<file path="src/rtl/mem_lsu.sv">
// MEM-stage load/store unit: byte/half/word accesses over a req/ack data bus.
// Define MEM_ALIGN_CHECK_EN to trap misaligned halfword/word accesses.
module mem_lsu #(
  parameter int ADDR_W = 32,
  parameter int DATA_W = 32
) (
  input  logic              clk,
  input  logic              rst,
  input  logic              ex_wreg,
  input  logic [4:0]        ex_waddr,
  input  logic [DATA_W-1:0] ex_wdata,
  input  logic              ex_whilo,
  input  logic [DATA_W-1:0] ex_hi,
  input  logic [DATA_W-1:0] ex_lo,
  input  logic [7:0]        ex_aluop,
  input  logic [31:0]       ex_mem_addr,
  input  logic [DATA_W-1:0] ex_reg2,
  input  logic              mem_stall,
  output logic              mem_wreg,
  output logic [4:0]        mem_waddr,
  output logic [DATA_W-1:0] mem_wdata,
  output logic              mem_whilo,
  output logic [DATA_W-1:0] mem_hi,
  output logic [DATA_W-1:0] mem_lo,
  output logic              stallreq,
  output logic              dbus_req,
  output logic              dbus_we,
  output logic [ADDR_W-1:0] dbus_addr,
  output logic [3:0]        dbus_sel,
  output logic [DATA_W-1:0] dbus_wdata,
  input  logic              dbus_ack,
  input  logic [DATA_W-1:0] dbus_rdata,
  output logic              excp_misalign
);

  localparam logic [7:0] EXE_LB_OP  = 8'b1110_0000;
  localparam logic [7:0] EXE_LH_OP  = 8'b1110_0001;
  localparam logic [7:0] EXE_LW_OP  = 8'b1110_0011;
  localparam logic [7:0] EXE_LBU_OP = 8'b1110_0100;
  localparam logic [7:0] EXE_LHU_OP = 8'b1110_0101;
  localparam logic [7:0] EXE_SB_OP  = 8'b1110_1000;
  localparam logic [7:0] EXE_SH_OP  = 8'b1110_1001;
  localparam logic [7:0] EXE_SW_OP  = 8'b1110_1011;

  localparam logic [4:0] NOP_REG_ADDR = 5'b00000;

  localparam logic [1:0] S_IDLE = 2'd0;
  localparam logic [1:0] S_BUSY = 2'd1;
  localparam logic [1:0] S_DONE = 2'd2;

  logic [1:0]        state_q, state_d;
  logic              req_q, req_d;
  logic              we_q, we_d;
  logic [ADDR_W-1:0] addr_q, addr_d;
  logic [3:0]        sel_q, sel_d;
  logic [DATA_W-1:0] wdata_q, wdata_d;
  logic [DATA_W-1:0] rdata_q, rdata_d;

  logic op_lb, op_lbu, op_lh, op_lhu, op_lw;
  logic op_sb, op_sh, op_sw;
  logic is_load, is_store, is_mem;
  logic [1:0] boff;

  assign op_lb  = ex_aluop == EXE_LB_OP;
  assign op_lbu = ex_aluop == EXE_LBU_OP;
  assign op_lh  = ex_aluop == EXE_LH_OP;
  assign op_lhu = ex_aluop == EXE_LHU_OP;
  assign op_lw  = ex_aluop == EXE_LW_OP;
  assign op_sb  = ex_aluop == EXE_SB_OP;
  assign op_sh  = ex_aluop == EXE_SH_OP;
  assign op_sw  = ex_aluop == EXE_SW_OP;

  assign is_load  = op_lb | op_lbu | op_lh | op_lhu | op_lw;
  assign is_store = op_sb | op_sh | op_sw;
  assign is_mem   = is_load | is_store;
  assign boff     = ex_mem_addr[1:0];

  logic misaligned;
`ifdef MEM_ALIGN_CHECK_EN
  logic mis_q, mis_d;
  assign misaligned =
    ((op_lh | op_lhu | op_sh) & ex_mem_addr[0]) |
    ((op_lw | op_sw) & (|ex_mem_addr[1:0]));
  assign mis_d = (state_q == S_IDLE) ? (is_mem & misaligned) : mis_q;

  always_ff @(posedge clk or negedge rst) begin
    if (!rst) mis_q <= 1'b0;
    else      mis_q <= mis_d;
  end

  assign excp_misalign = rst & (state_q == S_DONE) & mis_q;
`else
  assign misaligned    = 1'b0;
  assign excp_misalign = 1'b0;
`endif

  // Halfword lane follows addr[1] only, so addr[0] is ignored.
  logic [3:0]        sel_c;
  logic [DATA_W-1:0] wdata_c;
  always_comb begin
    sel_c   = 4'b1111;
    wdata_c = ex_reg2;
    unique case (1'b1)
      op_lb, op_lbu, op_sb: sel_c = 4'b1000 >> boff;
      op_lh, op_lhu, op_sh: sel_c = boff[1] ? 4'b0011 : 4'b1100;
      default: sel_c = 4'b1111;
    endcase
    unique case (1'b1)
      op_sb:   wdata_c = {4{ex_reg2[7:0]}};
      op_sh:   wdata_c = {2{ex_reg2[15:0]}};
      default: wdata_c = ex_reg2;
    endcase
  end

  logic [7:0]        ld_byte;
  logic [15:0]       ld_half;
  logic [DATA_W-1:0] ld_data;
  always_comb begin
    unique case (boff)
      2'd0:    ld_byte = rdata_q[31:24];
      2'd1:    ld_byte = rdata_q[23:16];
      2'd2:    ld_byte = rdata_q[15:8];
      default: ld_byte = rdata_q[7:0];
    endcase
    ld_half = boff[1] ? rdata_q[15:0] : rdata_q[31:16];
    unique case (1'b1)
      op_lb:   ld_data = {{24{ld_byte[7]}}, ld_byte};
      op_lbu:  ld_data = {24'b0, ld_byte};
      op_lh:   ld_data = {{16{ld_half[15]}}, ld_half};
      op_lhu:  ld_data = {16'b0, ld_half};
      default: ld_data = rdata_q;
    endcase
  end

  always_comb begin
    state_d = state_q;
    req_d   = req_q;
    we_d    = we_q;
    addr_d  = addr_q;
    sel_d   = sel_q;
    wdata_d = wdata_q;
    rdata_d = rdata_q;
    unique case (state_q)
      S_IDLE: begin
        if (is_mem && misaligned) begin
          state_d = S_DONE;
        end else if (is_mem) begin
          state_d = S_BUSY;
          req_d   = 1'b1;
          we_d    = is_store;
          addr_d  = {ex_mem_addr[ADDR_W-1:2], 2'b00};
          sel_d   = sel_c;
          wdata_d = wdata_c;
        end
      end
      S_BUSY: begin
        if (dbus_ack) begin
          state_d = S_DONE;
          req_d   = 1'b0;
          we_d    = 1'b0;
          if (is_load) rdata_d = dbus_rdata;
        end
      end
      S_DONE: begin
        if (!mem_stall) state_d = S_IDLE;
      end
      default: state_d = S_IDLE;
    endcase
  end

  always_ff @(posedge clk or negedge rst) begin
    if (!rst) begin
      state_q <= S_IDLE;
      req_q   <= 1'b0;
      we_q    <= 1'b0;
      addr_q  <= '0;
      sel_q   <= 4'b0000;
      wdata_q <= '0;
      rdata_q <= '0;
    end else begin
      state_q <= state_d;
      req_q   <= req_d;
      we_q    <= we_d;
      addr_q  <= addr_d;
      sel_q   <= sel_d;
      wdata_q <= wdata_d;
      rdata_q <= rdata_d;
    end
  end

  assign dbus_req   = req_q;
  assign dbus_we    = we_q;
  assign dbus_addr  = addr_q;
  assign dbus_sel   = sel_q;
  assign dbus_wdata = wdata_q;

  always_comb begin
    mem_wreg  = ex_wreg;
    mem_waddr = ex_waddr;
    mem_wdata = ex_wdata;
    mem_whilo = ex_whilo;
    mem_hi    = ex_hi;
    mem_lo    = ex_lo;
    stallreq  = 1'b0;
    unique case (state_q)
      S_IDLE: stallreq = is_mem;
      S_BUSY: stallreq = 1'b1;
      S_DONE: begin
        if (is_load) mem_wdata = ld_data;
`ifdef MEM_ALIGN_CHECK_EN
        if (mis_q) mem_wreg = 1'b0;
`endif
      end
      default: stallreq = 1'b0;
    endcase
    // Outputs are forced quiet while reset is held, whatever ex_* shows.
    if (!rst) begin
      mem_wreg  = 1'b0;
      mem_waddr = NOP_REG_ADDR;
      mem_wdata = '0;
      mem_whilo = 1'b0;
      mem_hi    = '0;
      mem_lo    = '0;
      stallreq  = 1'b0;
    end
  end

endmodule

</file>
<file path="config.mk">
export PLATFORM = sky130hd
export DESIGN_NAME = mem_lsu
export DESIGN_NICKNAME = d
export VERILOG_FILES = /design/src/rtl/mem_lsu.sv
export SDC_FILE = /design/constraint.sdc
export NUM_CORES = 1
export LEC_CHECK = 0
export ABC_AREA = 0
export CAP_MARGIN = 30
export CORE_AREA = 2 2 150 152
export CTS_CLUSTER_SIZE = 20
export DETAILED_ROUTE_END_ITERATION = 16
export DIE_AREA = 0 0 152 154
export DONT_BUFFER_PORTS = 1
export PLACE_DENSITY = 0.5
export SETUP_SLACK_MARGIN = 0.4
export SKIP_LAST_GASP = 1
export SYNTH_ARGS = -nofsm -noshare
export SYNTH_HDL_FRONTEND = slang
export SYNTH_SLANG_ARGS = --single-unit
</file>
<file path="constraint.sdc">
create_clock -name clk -period 5.66 [get_ports clk]
set_clock_uncertainty 0.05 [all_clocks]
set_input_delay 1.132 -clock clk [delete_from_list [all_inputs] [get_ports clk]]
set_output_delay 1.132 -clock clk [all_outputs]
set_load 0.02 [all_outputs]
</file>
==> summary.txt, run 1 <==
synthesis-stage register bit count: 102
largest net degree at the start of global routing: 223
vias in the first global route: 4672
number of I/O port buffers: 0
crit-path leading delay family: compound AO/OA/AOI/OAI gates
syn_area_per_cell: 8.44 µm²
first-pass GRT wire length: 32400 µm
max-cap violations: 0
Sink Count: 102
share of cells above drive strength 1: 10.6%
GRT overflow: 0
Synth Instances: 702
total power: 1.94 mW
nets@finish: 875
DRT antenna net count: 0
Chip Width: 152 µm
Syn. warnings: 0
CP max FO: 64
status: completed
hold_ws: 406 ps
Crit path depth: 6
Max Clock Freq: 235 MHz
Cell Rows: 54
area grow syn2layout: 8.09%
Required @ worst endpoint: 4480 ps
CP Cell Sequence: nand4b_4 -> a21o_1 -> nor3_4 -> buf_4 -> o21ai_0 -> a21oi_1
drt pass-1 iters: 5
synthesized cell area: 5920 µm²
Pleak: 2.72 nW
kind of critical path: primary input to output pin
I/O pin cnt: 386
initial drt markers: 326
Startpoint Class: primary input
Hold/Removal Path Class: primary input to async pin
via count: 4906
crit path DAT: 3070 ps
Worst path max stage delay: 550 ps
worst reg2reg path depth: 5
Finish-stage setup viols: 0
drt drc: 0
initial antenna violation count: 6
RSZ-0062 raised after global routing: no
CTS Buf Count: 9
Vias/cell: 5.15
gp weighted congestion: 0.932
Post-CTS Hold Buffers: 0
Core Box Area: 21700 µm²
Post-CTS Setup Bufs: 0
total wire length: 22900 µm
Resize count post-CTS: 0
Worst path slowest cell: a21oi_1
Total GRT Usage: 18.7%
DP Wirelength: 17400 µm
fillers: 2294
WP buf/inv: 1
worst slew pin tran: 961 ps
Fin. Hold Viols: 0
Chip Height: 154 µm
wire per inst: 24.0 µm
most common cell after layout, fill and taps aside: nand2_1
slew margin rel.: 35.8%
Design Area, Final: 6400 µm²
clk_lat worst skew: 350 ps
fin crit share: 75.1%
post-synthesis sequential area ratio: 43.1%
CTS root buf: clkbuf_16
CTS Buffer Depth: 2
final setup TNS: 0 ps
Slew Viols, Final: 0
H-tree levels: 3
CTS tree: built
min cycle time layout: 4250 ps
pwr dens: 303 nW/µm²
commonest cells after routing, fill and taps aside: 225 x nand2_1, 102 x dfrtp_1, 74 x o21ai_0
starting density of the core: 27.3%
CTS clk-pin slew, worst paths: 80 ps
Synth cell types: 40
VDD IR-drop max: 0.000119 V
crit end category: output pin
die area: 23400 µm²
DP Area: 6100 µm²
-- report_power, final --
group	switching, mW	internal, mW	total [mW]
registers	0.237	0.845	1.08
logic	0.149	0.0791	0.228
clock network	0.322	0.309	0.631
-- stage by stage --
stage	std cells	setup slack, ps	utilization (%)
after global routing	949	1280	29.5
after CTS	949	1410	29.5
after global placement	932	1460	28.1
final	952	1410	29.5
after floorplan	704	1780	-
after detailed placement	933	1410	28.1
-- cell type report --
| cell class | instances | area, µm² | area share (%) |
|---|---|---|---|
| multi-input cells | 541 | 3130 | 48.9 |
| flip-flops and latches | 102 | 2550 | 39.9 |
| well taps | 280 | 350 | 5.47 |
| clock buffers | 9 | 225 | 3.52 |
| clock inverters | 7 | 65.1 | 1.02 |
| repair buffers | 8 | 60.1 | 0.938 |
| inverters | 2 | 7.51 | 0.117 |
| diodes | 3 | 7.51 | 0.117 |
-- path summary, 6_finish.rpt --
path                                   from              to  slack [ps]
min in group clk                 state_q[1]      state_q[0]         500
worst min-delay path                    rst  dbus_wdata[18]         410
worst max register to register   state_q[1]     dbus_sel[2]        3270
worst max-delay path            ex_aluop[4]    mem_wdata[7]        1410
max in group asynchronous               rst     rdata_q[31]        4790
worst min register to register   state_q[1]      state_q[0]         500
-- kinds of logic (layout without fill, tap and decap cells) --
logic type | count (synthesis) | after routing | synth area share (%)
compound gates | 147 | 147 | 15.1
buf+inv | 61 | 26 | 4.54
flops | 102 | 102 | 43.1
mux | 59 | 59 | 10.7
other cells | 1 | 6 | 0.0633
simple gates | 332 | 332 | 26.5
-- synth_stat cells (all sizes together) --
master   count  area [µm²]
a221oi       6        52.6
o21ai       84         420
o211ai       2        15.0
nand2b      12        75.1
o221ai       1        15.0
nor3         5        46.3
a41oi        7        61.3
or2          3        18.8
a211oi       1        7.51
nor4         1        12.5
nor2b        5        31.3
mux2        34         383
nand4b       1        23.8
o2111ai     17         149
a22oi        2        15.0
or3          1        11.3
o21a         1        7.51
buf         23         126
and2        72         450
mux2i       25         250
inv          2        7.51
nor3b        1        7.51
a21oi       18        90.1
clkbuf      36         135
or4          1        7.51
dfrtp      102        2550
a32o         1        10.0
a21boi       2        18.8
a31oi        3        18.8
nor2         4        15.0
conb         1        3.75
nand2      225         845
a21o         2        15.0
nor4b        1        23.8
-- per-layer routing --
layer	track usage, %	up-vias	share of wire [%]
met4	5.52	4	1.8
li1	-	2294	-
met2	32.9	251	52
met5	0	-	0.12
met1	20.8	2327	37
met3	7.30	30	9.2
-- state kept, by name, summed over array words and instances, names as in the netlist --
| name | flops |
|---|---|
| dbus_addr | 30 |
| dbus_req | 1 |
| dbus_sel | 4 |
| dbus_wdata | 32 |
| dbus_we | 1 |
| rdata_q | 32 |
| state_q | 2 |
(Power assumes the default switching activity.)
==> run 2, diff against run 1 <==
PLACE_DENSITY = 0.51   (was 0.5)
clock period = 3.7 ns   (was 5.66 ns; I/O delays follow)
==> run 2 against run 1 <==
Effect of this change: clock-buffer cell count is the same; register-to-register slack worse by 1800 ps; sequential cell count unchanged; worst hold slack worse by 380 ps; non-clock buffer count is 36 higher; clock power is 62% higher; setup slack got worse by 870 ps; core utilization grew 1.4 points; total power increased by 57%; largest cell class unchanged; highest routed layer unchanged.
==> summary.txt, run 2 (synthesis gave the netlist of run 1 again) <==
status: completed
drt drc: 0 (unchanged)
area of the multi-input gates: 3150 µm² (+0.44%)
CTS clk-pin slew, worst paths: 80 ps (about the same)
R2R Setup Slk: 1490 ps (-1780 ps)
worst slew pin tran: 637 ps (-324 ps)
DP Wirelength: 17600 µm (+1.3%)
hold_ws: 20.8 ps (-385 ps)
via count: 5090 (+3.8%)
Worst path max stage delay: 320 ps (-230 ps)
CTS tree: built
most common cell after layout, fill and taps aside: nand2_1
Fin. Hold Viols: 0 (unchanged)
CP max FO: 21 (-67%)
Finish-stage setup viols: 0 (unchanged)
wire per inst: 23.4 µm (-2.7%)
Cell Rows: 54 (unchanged)
area grow syn2layout: 13.3%
Pleak: 2.92 nW (+7.3%)
pwr dens: 455 nW/µm² (+50%)
max-cap violations: 0 (unchanged)
CTS root buf: clkbuf_16
Hold/Removal Path Class: primary input to async pin
I/O pin cnt: 386 (unchanged)
GRT overflow: 0 (unchanged)
clk_lat worst skew: 350 ps (about the same)
Sink Count: 102 (unchanged)
VDD IR-drop max: 0.000193 V (+62%)
initial drt markers: 373 (+14%)
starting density of the core: 27.3% (unchanged)
first-pass GRT wire length: 33100 µm (+2.2%)
Core Box Area: 21700 µm² (unchanged)
initial antenna violation count: 8 (+2)
Worst path slowest cell: nor3_2
die area: 23400 µm² (unchanged)
gp weighted congestion: 0.859 (-7.9%)
most frequent cell on the critical path: buf_4
kind of critical path: primary input to output pin
total wire length: 23000 µm (+0.80%)
final setup TNS: 0 ps (unchanged)
Slew Viols, Final: 0 (unchanged)
drt pass-1 iters: 4 (-1)
nets@finish: 911 (+4.1%)
Startpoint Class: primary input
DRT antenna net count: 0 (unchanged)
CP Cell Sequence: nand4b_4 -> nor3_2 -> buf_4 -> nand2_2 -> a41oi_1 -> buf_4
vias in the first global route: 4830 (+3.4%)
H-tree levels: 3 (unchanged)
fillers: 2288 (-0.26%)
Chip Width: 152 µm (unchanged)
number of I/O port buffers: 0 (unchanged)
commonest cells after routing, fill and taps aside: 224 x nand2_1, 102 x dfrtp_1, 74 x o21ai_0
CTS Buffer Depth: 2 (unchanged)
Max Clock Freq: 317 MHz
register area: 2550 µm² (unchanged)
Post-Place Worst Slack: 536 ps (-878 ps)
slew margin rel.: 57.5% (+22 points)
largest net degree at the start of global routing: 222 (-0.45%)
Required @ worst endpoint: 2910 ps (-1570 ps)
min cycle time layout: 3160 ps
CTS Buf Count: 9 (unchanged)
share of cells above drive strength 1: 15.1% (+4.4 points)
Vias/cell: 5.16 (+0.17%)
crit end category: output pin
fin crit share: 85.4%
RSZ-0062 raised after global routing: no
crit path DAT: 2370 ps (-700 ps)
Chip Height: 154 µm (unchanged)
Setup WS post-layout: 541 ps (-866 ps)
Total GRT Usage: 19.0% (+0.31 points)
[run 2: layer usage]
layer | track usage [%] | part of all wire, % | vias to the layer above | routed length [µm]
met5 | 0 | 0.18 | - | 41
met4 | 4.18 | 1.4 | 6 | 329
met3 | 6.14 | 8.3 | 27 | 1920
met2 | 34.1 | 51 | 279 | 11800
met1 | 22.0 | 39 | 2411 | 8930
li1 | - | - | 2367 | -
[run 2: final cells by class]
type	count	area share (%)
Multi-Input combinational cell	541	46.9
Timing Repair Buffer	44	5.15
Inverter	2	0.112
Antenna cell	2	0.0746
Clock inverter	6	1.16
Tap cell	280	5.22
Sequential cell	102	38.0
Clock buffer	9	3.36
[run 2: repair_timing]
action                                  in CTS  in global routing
hold endpoints to repair                     2                  0
gates resized for setup                      0                  2
setup buffers                                0                  0
hold buffers                                 1                  0
endpoints found under the setup margin       0                  3
[run 2: critical path, delay by kind of cell]
kind	cells	cell delay [ps]
buffers and inverters	2	520
AOI/OAI and AO/OA	1	320
and+or+nand+nor	3	780
[run 2: stage by stage]
step / instance area (µm²) / total power, mW / utilization, % / instances
finish: 6710 / 3.05 / 30.9 / 986
global placement: 6380 / 2.06 / 29.4 / 968
CTS: 6690 / 3.10 / 30.9 / 984
detailed placement: 6380 / 2.07 / 29.4 / 968
floorplan: 5930 / 1.95 / - / 704
global route: 6710 / 3.20 / 30.9 / 984
[run 2: final timing paths]
| path | cells after the start | from | end |
|---|---|---|---|
| min | 0 | rst | dbus_wdata[12] |
| min in group clk | 2 | ex_mem_addr[14] | dbus_addr[14] |
| min reg2reg | 1 | rdata_q[6] | rdata_q[6] |
| max in group asynchronous | 1 | rst | dbus_wdata[19] |
| max reg2reg | 5 | state_q[1] | dbus_sel[0] |
| max | 6 | ex_aluop[4] | mem_wdata[13] |
[run 2: power by group]
group          leakage [nW]  switching (mW)  internal [mW]
registers              1.34           0.362           1.29
logic                  1.43           0.235          0.144
clock network         0.146           0.484          0.536
total                  2.92            1.08           1.97
